<file path="src/rtl/core_sequencer.sv">
// core_sequencer: multicycle control FSM for the core.
// It steps FETCH -> DECODE -> EXEC -> (MEM) -> WRITE. It owns the instruction-
// and data-memory request/ready handshakes and latches the fetched instruction.
// It also drives the register-file and PC write strobes. It stops in HALT on
// ECALL or when a memory wait times out.
//
// Handshake rule: a request is raised combinationally from the current state.
// The access completes on the first posedge where both the request and its
// ready are high. A ready seen while no request is raised is ignored.
//
// Ports:
//   clk, rst           clock; synchronous active-high reset
//   run                allow new fetches (looked at only in FETCH)
//   imem_ready         instruction-fetch handshake complete; instr_in valid
//   instr_in           instruction word from instruction memory
//   mem_read/mem_write decode outputs; these choose whether MEM is visited
//   reg_write          decode output; gates rf_we in WRITE
//   dmem_ready         data access complete
//   state              current FSM state (0..5), exposed for debug
//   instr_raw          latched instruction
//   imem_req/dmem_req  memory requests (combinational)
//   rf_we/pc_we        write strobes (combinational)
//   halt, err          halted; err is set when a timeout caused the halt
//   instr_count        retired-instruction counter
module core_sequencer #(
  parameter int MEM_TIMEOUT = 255,
  parameter int CNT_W       = 32
) (
  input  logic             clk,
  input  logic             rst,
  input  logic             run,
  input  logic             imem_ready,
  input  logic [31:0]      instr_in,
  input  logic             mem_read,
  input  logic             mem_write,
  input  logic             reg_write,
  input  logic             dmem_ready,
  output logic [2:0]       state,
  output logic [31:0]      instr_raw,
  output logic             imem_req,
  output logic             dmem_req,
  output logic             rf_we,
  output logic             pc_we,
  output logic             halt,
  output logic             err,
  output logic [CNT_W-1:0] instr_count
);

  typedef enum logic [2:0] {
    S_FETCH  = 3'd0,
    S_DECODE = 3'd1,
    S_EXEC   = 3'd2,
    S_MEM    = 3'd3,
    S_WRITE  = 3'd4,
    S_HALT   = 3'd5
  } state_t;

  localparam logic [31:0] ECALL  = 32'h0000_0073;
  localparam int          WAIT_W = $clog2(MEM_TIMEOUT + 1);

  state_t             state_q, state_d;
  logic [31:0]        instr_q, instr_d;
  logic               halt_q, halt_d;
  logic               err_q, err_d;
  logic [CNT_W-1:0]   count_q, count_d;
  logic [WAIT_W-1:0]  wait_q, wait_d;
  logic [WAIT_W:0]    wait_inc;
  logic               timeout;

  // The counter is one bit wider so the compare cannot overflow.
  // A waiting cycle that would bring the counter to MEM_TIMEOUT halts.
  assign wait_inc = {1'b0, wait_q} + 1'b1;
  assign timeout  = (wait_inc >= (WAIT_W + 1)'(MEM_TIMEOUT));

  always_ff @(posedge clk) begin
    if (rst) begin
      state_q <= S_FETCH;
      instr_q <= '0;
      halt_q  <= 1'b0;
      err_q   <= 1'b0;
      count_q <= '0;
      wait_q  <= '0;
    end else begin
      state_q <= state_d;
      instr_q <= instr_d;
      halt_q  <= halt_d;
      err_q   <= err_d;
      count_q <= count_d;
      wait_q  <= wait_d;
    end
  end

  always_comb begin
    state_d  = state_q;
    instr_d  = instr_q;
    halt_d   = halt_q;
    err_d    = err_q;
    count_d  = count_q;
    wait_d   = wait_q;
    imem_req = 1'b0;
    dmem_req = 1'b0;
    rf_we    = 1'b0;
    pc_we    = 1'b0;
    case (state_q)
      S_FETCH: begin
        imem_req = run;
        if (!run) begin
          wait_d = '0;
        end else if (imem_ready) begin
          instr_d = instr_in;
          state_d = S_DECODE;
          wait_d  = '0;
        end else if (timeout) begin
          state_d = S_HALT;
          halt_d  = 1'b1;
          err_d   = 1'b1;
        end else begin
          wait_d = wait_inc[WAIT_W-1:0];
        end
      end
      S_DECODE: state_d = S_EXEC;
      S_EXEC: begin
        // A read and a write both set is still one data access.
        if (mem_read || mem_write) begin
          state_d = S_MEM;
          wait_d  = '0;
        end else begin
          state_d = S_WRITE;
        end
      end
      S_MEM: begin
        dmem_req = 1'b1;
        if (dmem_ready) begin
          state_d = S_WRITE;
          wait_d  = '0;
        end else if (timeout) begin
          state_d = S_HALT;
          halt_d  = 1'b1;
          err_d   = 1'b1;
        end else begin
          wait_d = wait_inc[WAIT_W-1:0];
        end
      end
      S_WRITE: begin
        if (instr_q == ECALL) begin
          state_d = S_HALT;
          halt_d  = 1'b1;
        end else begin
          rf_we   = reg_write;
          pc_we   = 1'b1;
          count_d = count_q + 1'b1;
          state_d = S_FETCH;
          wait_d  = '0;
        end
      end
      S_HALT: state_d = S_HALT;
      default: begin
        state_d = S_FETCH;
        wait_d  = '0;
      end
    endcase
    // While reset is held, no request or strobe may leak out.
    if (rst) begin
      imem_req = 1'b0;
      dmem_req = 1'b0;
      rf_we    = 1'b0;
      pc_we    = 1'b0;
    end
  end

  assign state       = state_q;
  assign instr_raw   = instr_q;
  assign halt        = halt_q;
  assign err         = err_q;
  assign instr_count = count_q;

endmodule

</file>
<file path="config.mk">
export PLATFORM = sky130hd
export DESIGN_NAME = core_sequencer
export DESIGN_NICKNAME = d
export VERILOG_FILES = /design/src/rtl/core_sequencer.sv
export SDC_FILE = /design/constraint.sdc
export NUM_CORES = 1
export LEC_CHECK = 0
export CAP_MARGIN = 5
export CORE_MARGIN = 4
export CORE_UTILIZATION = 50
export CTS_BUF_LIST = sky130_fd_sc_hd__clkbuf_4 sky130_fd_sc_hd__clkbuf_8
export DETAILED_ROUTE_END_ITERATION = 10
export HOLD_SLACK_MARGIN = 0.08
export PLACE_DENSITY_LB_ADDON = 0.08
export SETUP_SLACK_MARGIN = 0.2
export SLEW_MARGIN = 20
export SYNTH_ARGS = -nofsm -noshare
export SYNTH_HDL_FRONTEND = slang
export SYNTH_SLANG_ARGS = --single-unit
</file>
<file path="constraint.sdc">
create_clock -name clk -period 4.75 [get_ports clk]
set_input_delay 0.475 -clock clk [delete_from_list [all_inputs] [get_ports clk]]
set_output_delay 0.475 -clock clk [all_outputs]
set_load 0.1 [all_outputs]
</file>
# Word level (Yosys, flattened, before mapping)

Cells that the tools add are included.

Output and inout bits: 73
Register bits after elaboration: 77
Word-level logic and storage cells: 68
Input port bits: 40

Bitwise operators: 2
Mux-type cells: 35
Add/subtract/negate cells: 2
$lt $le $gt $ge: 1
Equal/unequal tests: 12
Reduce and logical (&&, ||, !) cells: 10

Operators by type and width:

| kind                                                              | number |
|---|---|
| two-way mux 8 bit                                                 | 6 |
| case mux 8 bit (5 select lines)                                   | 1 |
| adder 32 x 1 -> 32 bit, second input constant                     | 1 |
| == test 32 x 7 -> 1 bit, second input constant                    | 1 |
| two-way mux 1 bit                                                 | 19 |
| two-way mux 3 bit                                                 | 6 |
| case mux 3 bit (6 select lines)                                   | 1 |
| != test 2 bit, second input constant                              | 6 |
| adder 8 x 1 -> 9 bit, second input constant                       | 1 |
| greater-or-equal comparator 9 x 8 -> 1 bit, second input constant | 1 |
| == test 3 x 2 -> 1 bit, second input constant                     | 2 |
| == test 3 bit, second input constant                              | 2 |
| AND reduction 3 bit                                               | 2 |
| AND reduction 5 bit                                               | 1 |
| AND reduction 4 bit                                               | 1 |
| == test 3 x 1 -> 1 bit, second input constant                     | 1 |
| logical NOT 3 bit                                                 | 1 |
| case mux 1 bit (3 select lines)                                   | 1 |
| nonzero test 3 bit                                                | 1 |
| NOT 1 bit                                                         | 2 |
| case mux 1 bit (2 select lines)                                   | 1 |
| AND reduction 2 bit                                               | 1 |
| nonzero test 2 bit                                                | 1 |
| OR reduction 2 bit                                                | 1 |
| logical OR 1 bit                                                  | 1 |

# Longest topological paths before layout

Depth after elaboration: 6
Gate-level depth with buffers: 8
Mapped depth without buffers: 7

# Worst setup path before layout

No wires, ideal clock.

Path kind: reg-to-output
Start point: reg state_q[2] (netlist: state[2])
End point: out imem_req
Slack: 0.129 ns
Buffers on the path: 1
Data arrival time: 4.146 ns
Stages on the path, launching flop included: 4
Cells stage by stage: dfxtp_1 > buf_2 > nor2_1 > nor4bb_1

Cells in the longest elaborated chain, start to end: 3

RTL lines:

| element                  | line | source |
|---|---|---|
| start: declaration       | 61   | `state_t state_q, state_d;` |
| start signal: assignment | 84   | `state_q <= state_d;` |
| logical NOT 3 bit        | 104  | `case (state_q)` |
| two-way mux 1 bit        | 104  |  |
| two-way mux 1 bit        | 163  | `if (rst) begin` |
| end: declaration         | 40   | `output logic imem_req,` |

Every way passes these cells.

# Final worst setup path

Start point: reg instr_q[31] (netlist: instr_raw[31])
End point: out pc_we

Cells in the longest elaborated chain, start to end: 4

RTL lines:

| element                  | line | source |
|---|---|---|
| start: declaration       | 62   | `logic [31:0] instr_q, instr_d;` |
| start signal: assignment | 85   | `instr_q <= instr_d;` |
| == test 32 x 7 -> 1 bit  | 145  | `if (instr_q == ECALL) begin` |
| two-way mux 1 bit        | 145  |  |
| two-way mux 1 bit        | 104  |  |
| two-way mux 1 bit        | 163  |  |
| end: declaration         | 43   | `output logic pc_we,` |

Every way passes these cells.

==> results.txt <==
- CP max FO: 18
- In this run the clock root is driven by a clkbuf_8.
* Number of instances in the synthesized netlist: roughly 440
- Simple-gate share of the synthesized area: 0.272
- Count of yosys warnings during synthesis: 0
* # clock sinks: just under 80
- Number of input and output port buffers inserted: 112
- In the layout the commonest cells are 110 x clkdlybuf4s50_1, 77 x dfxtp_1, 70 x nand2_1.
- Transition time of the tightest slew-check pin: roughly 1.0 ns
- The synthesized design contains 77 register bits.
- Pin count of the biggest net entering global routing: 42
- Max-cap violation count: 0
* Setup tns final: 0 ns
* CTS H-tree depth: 3
- Subtracting the final worst setup slack from the clock period gives 3.63 ns.
- Headroom to the max-slew limit came out at 0.317.
- Critical path start-end classification: register to output pin
- At the end of routability-driven placement, the weighted congestion stood at 0.853.
- Cell area reported after detailed placement: a little under 0.005 sq mm
* Number of resized instances in the post-cts repair step: 0
- Data arrival, critical path: 3.15 ns
* Clock tree from TritonCTS: yes
* Global-route wire length before repair: 15.2 mm
* Commonest non-fill, non-tap cell in the layout: clkdlybuf4s50_1
- Fill cells in the final layout number 616.
* Final critical-path share of the clock period: 0.763
* Number of antenna violations at the first check in global routing: 0
- Unrepaired setup endpoints after global routing: no
* Clock latency of the later-clocked register in the worst-skew pair: 0.34 ns
- In the final layout, the share of cells above drive strength 1 is 0.0789.
- The share of the Yosys chip area taken by registers is 0.418.
* Count of flip-flops with a built-in enable after synthesis: 0
* Cell area power density: 290 mW/mm^2
- Traced cell by cell, the critical path runs through nor4_1, nand4_1, buf_4, o21ai_0, nor2_1, clkdlybuf4s50_1.
* # rows: 31
- Of the total synthesized cell area, the portion taken by full adders, half adders and majority gates is 0.0102.
- Length of the first detailed-routing pass in iterations: 4
- DIE AREA: 0.00882 sq mm
- N_diodes: 0
* Post-detailed-placement half-perimeter wirelength: a little under 7 mm
- The total overflow left after global routing is 0.
- Post-synth cell types: 53
- Counting the buffers created by CTS gives 9.
* Portion of netlist area occupied by mux cells: 0.00882
- The number of nets in the synthesized netlist is between 400 and 500.
- In the final design database the tool counted 583 nets.
- Worst min-delay path category: register to register
* Standard cell with the maximum stage delay on the critical path: clkdlybuf4s50_1
* Post-Synth XOR/XNOR Area: 0.0522
* Avg Inst Size Synth: 8.40 sq um
- # hold bufs at CTS: 0
* Setup WS pre-CTS: 1.52 ns
* Detailed-route DRC error count: 0
* Number of DRC markers in iteration 0: 161
* Total Wirelength: between 9 and 10 mm
- Once the clock tree was built, the setup fixing pass inserted 0 buffers.
* Required time worst endpoint: 4.28 ns
* Final hold violation count: 0
- The clock passes through at most 2 buffers.
* Clock Skew: 0.00684 ns
- Clock-pin transition on the worst setup and hold timing paths: 0.08 ns
* Starting density of the core: 0.511
- Post-synthesis compound-gate area fraction: 0.200
- Dominant combinational cell family by area after synthesis: simple AND/OR/NAND/NOR gates
- The kind of cell with the highest combined delay along the critical path is buffers and inverters.
- Setup violations remaining at the end of the flow were counted as 0.
* Core occupancy in the finished layout: 0.704
- Highest attainable clock frequency: 276 MHz
- Delay contributed by the slowest stage of the critical path: 1.00 ns
- Buf/Inv on CP: 2
- Type of destination of the critical path: output pin
* Run status: completed
- Post-route worst setup slack: 1.12 ns
- Dividing the detail-routed wire length by the instance count gives approximately 15 um.
* Most used DFF post-synth: dfxtp_1
- With fillers left out, the area of the finished cells amounts to a little over 0.005 sq mm.
- The count of final max-slew check failures is 0.
* Mean number of vias per cell: approximately 5.5
- For this design the top-level I/O count stands at 113.
- GRT Resource Usage Total: 0.215
* Max rail drop VDD: between 0.00015 and 0.0002 V
- The detailed router placed 3559 vias in this run.
* Width of the chip: 93.9 um
- The analysis attributes to cell leakage a power of 1.77 nW.
- Crit start category: register
* Synth-to-Final Area Change: 37.6%
* Via count of the first global-routing pass: between 3000 and 4000
- DIE HEIGHT: 93.9 um
* Placeable Area: 0.00721 sq mm
- Synthesized area: 0.00369 sq mm
- Design Power: 1.47 mW
- ANT nets after route: 0
- Async S/R FF share, synth: 0
## layer usage
metal	vias up	GRT usage	share of wire
met5	-	0	0
met4	0	0.0758	0.010
met3	8	0.0713	0.082
met2	97	0.357	0.48
met1	1664	0.258	0.42
li1	1790	-	-
## through the flow
step / hold slack [ns] / std cells
4_1_cts: 0.471 / 644
5_1_grt: 0.497 / 644
2_1_floorplan: 0.448 / 439
3_3_place_gp: 0.453 / 628
3_5_place_dp: 0.462 / 628
6_report: 0.471 / 644
## report_power, final
part	leakage (nW)	switching (mW)	internal (mW)
logic	1.05	0.177	0.0775
registers	0.624	0.0161	0.661
clock network	0.102	0.241	0.301
## Yosys cell counts, drive strengths merged, types with 7 or more instances
cell type	n	area [sq um]
nor2	38	143
and3	8	50.1
a21oi	54	270
o211ai	10	75.1
dfxtp	77	1540
nand3	8	40.0
and4	8	70.1
xnor2	8	70.1
inv	8	30.0
o2111ai	7	61.3
clkbuf	23	86.3
o21ai	9	45.0
xor2	14	123
nor4	9	62.6
nand2	70	263
nand4	13	93.8
## tightest hold or removal path: cells and delay by family, from the launching register on
kind               cells  cell delay [ns]
and+or+nand+nor        1             0.05
DFF                    1             0.32
AOI/OAI and AO/OA      1             0.05
## registers in the layout, indices dropped and copies added, names as in the netlist
signal       cells
err              1
halt             1
instr_count     32
instr_raw       32
state            3
wait_q           8
## logic make-up after synthesis
family | count (synthesis)
AOI/OAI and AO/OA | 111
xor gates and xnor gates | 22
adders and majority gates | 3
buffers and inverters | 35
DFF | 77
muxes | 3
and+or+nand+nor | 188
## worst paths after layout
kind / end / start / slack, ns / cells after the start
worst max register to register: instr_count[23]$_SDFFE_PP0P_ / state[2]$_SDFFE_PP0P_ / 2.34 / 5
worst max-delay path: pc_we / instr_raw[31]$_SDFFE_PP0P_ / 1.12 / 6
worst min register to register: instr_raw[21]$_SDFFE_PP0P_ / instr_raw[21]$_SDFFE_PP0P_ / 0.47 / 2
worst min-delay path: instr_raw[21]$_SDFFE_PP0P_ / instr_raw[21]$_SDFFE_PP0P_ / 0.47 / 2
## layout make-up
class	instances	area [sq um]	area share
Multi-Input combinational cell	327	2010	0.396
Sequential cell	77	1540	0.304
Timing Repair Buffer	117	1150	0.227
Clock buffer	10	131	0.0259
Tap cell	99	124	0.0244
Clock inverter	6	87.6	0.0172
Inverter	8	30.0	0.00591
Power figures use the tool's default switching activity.
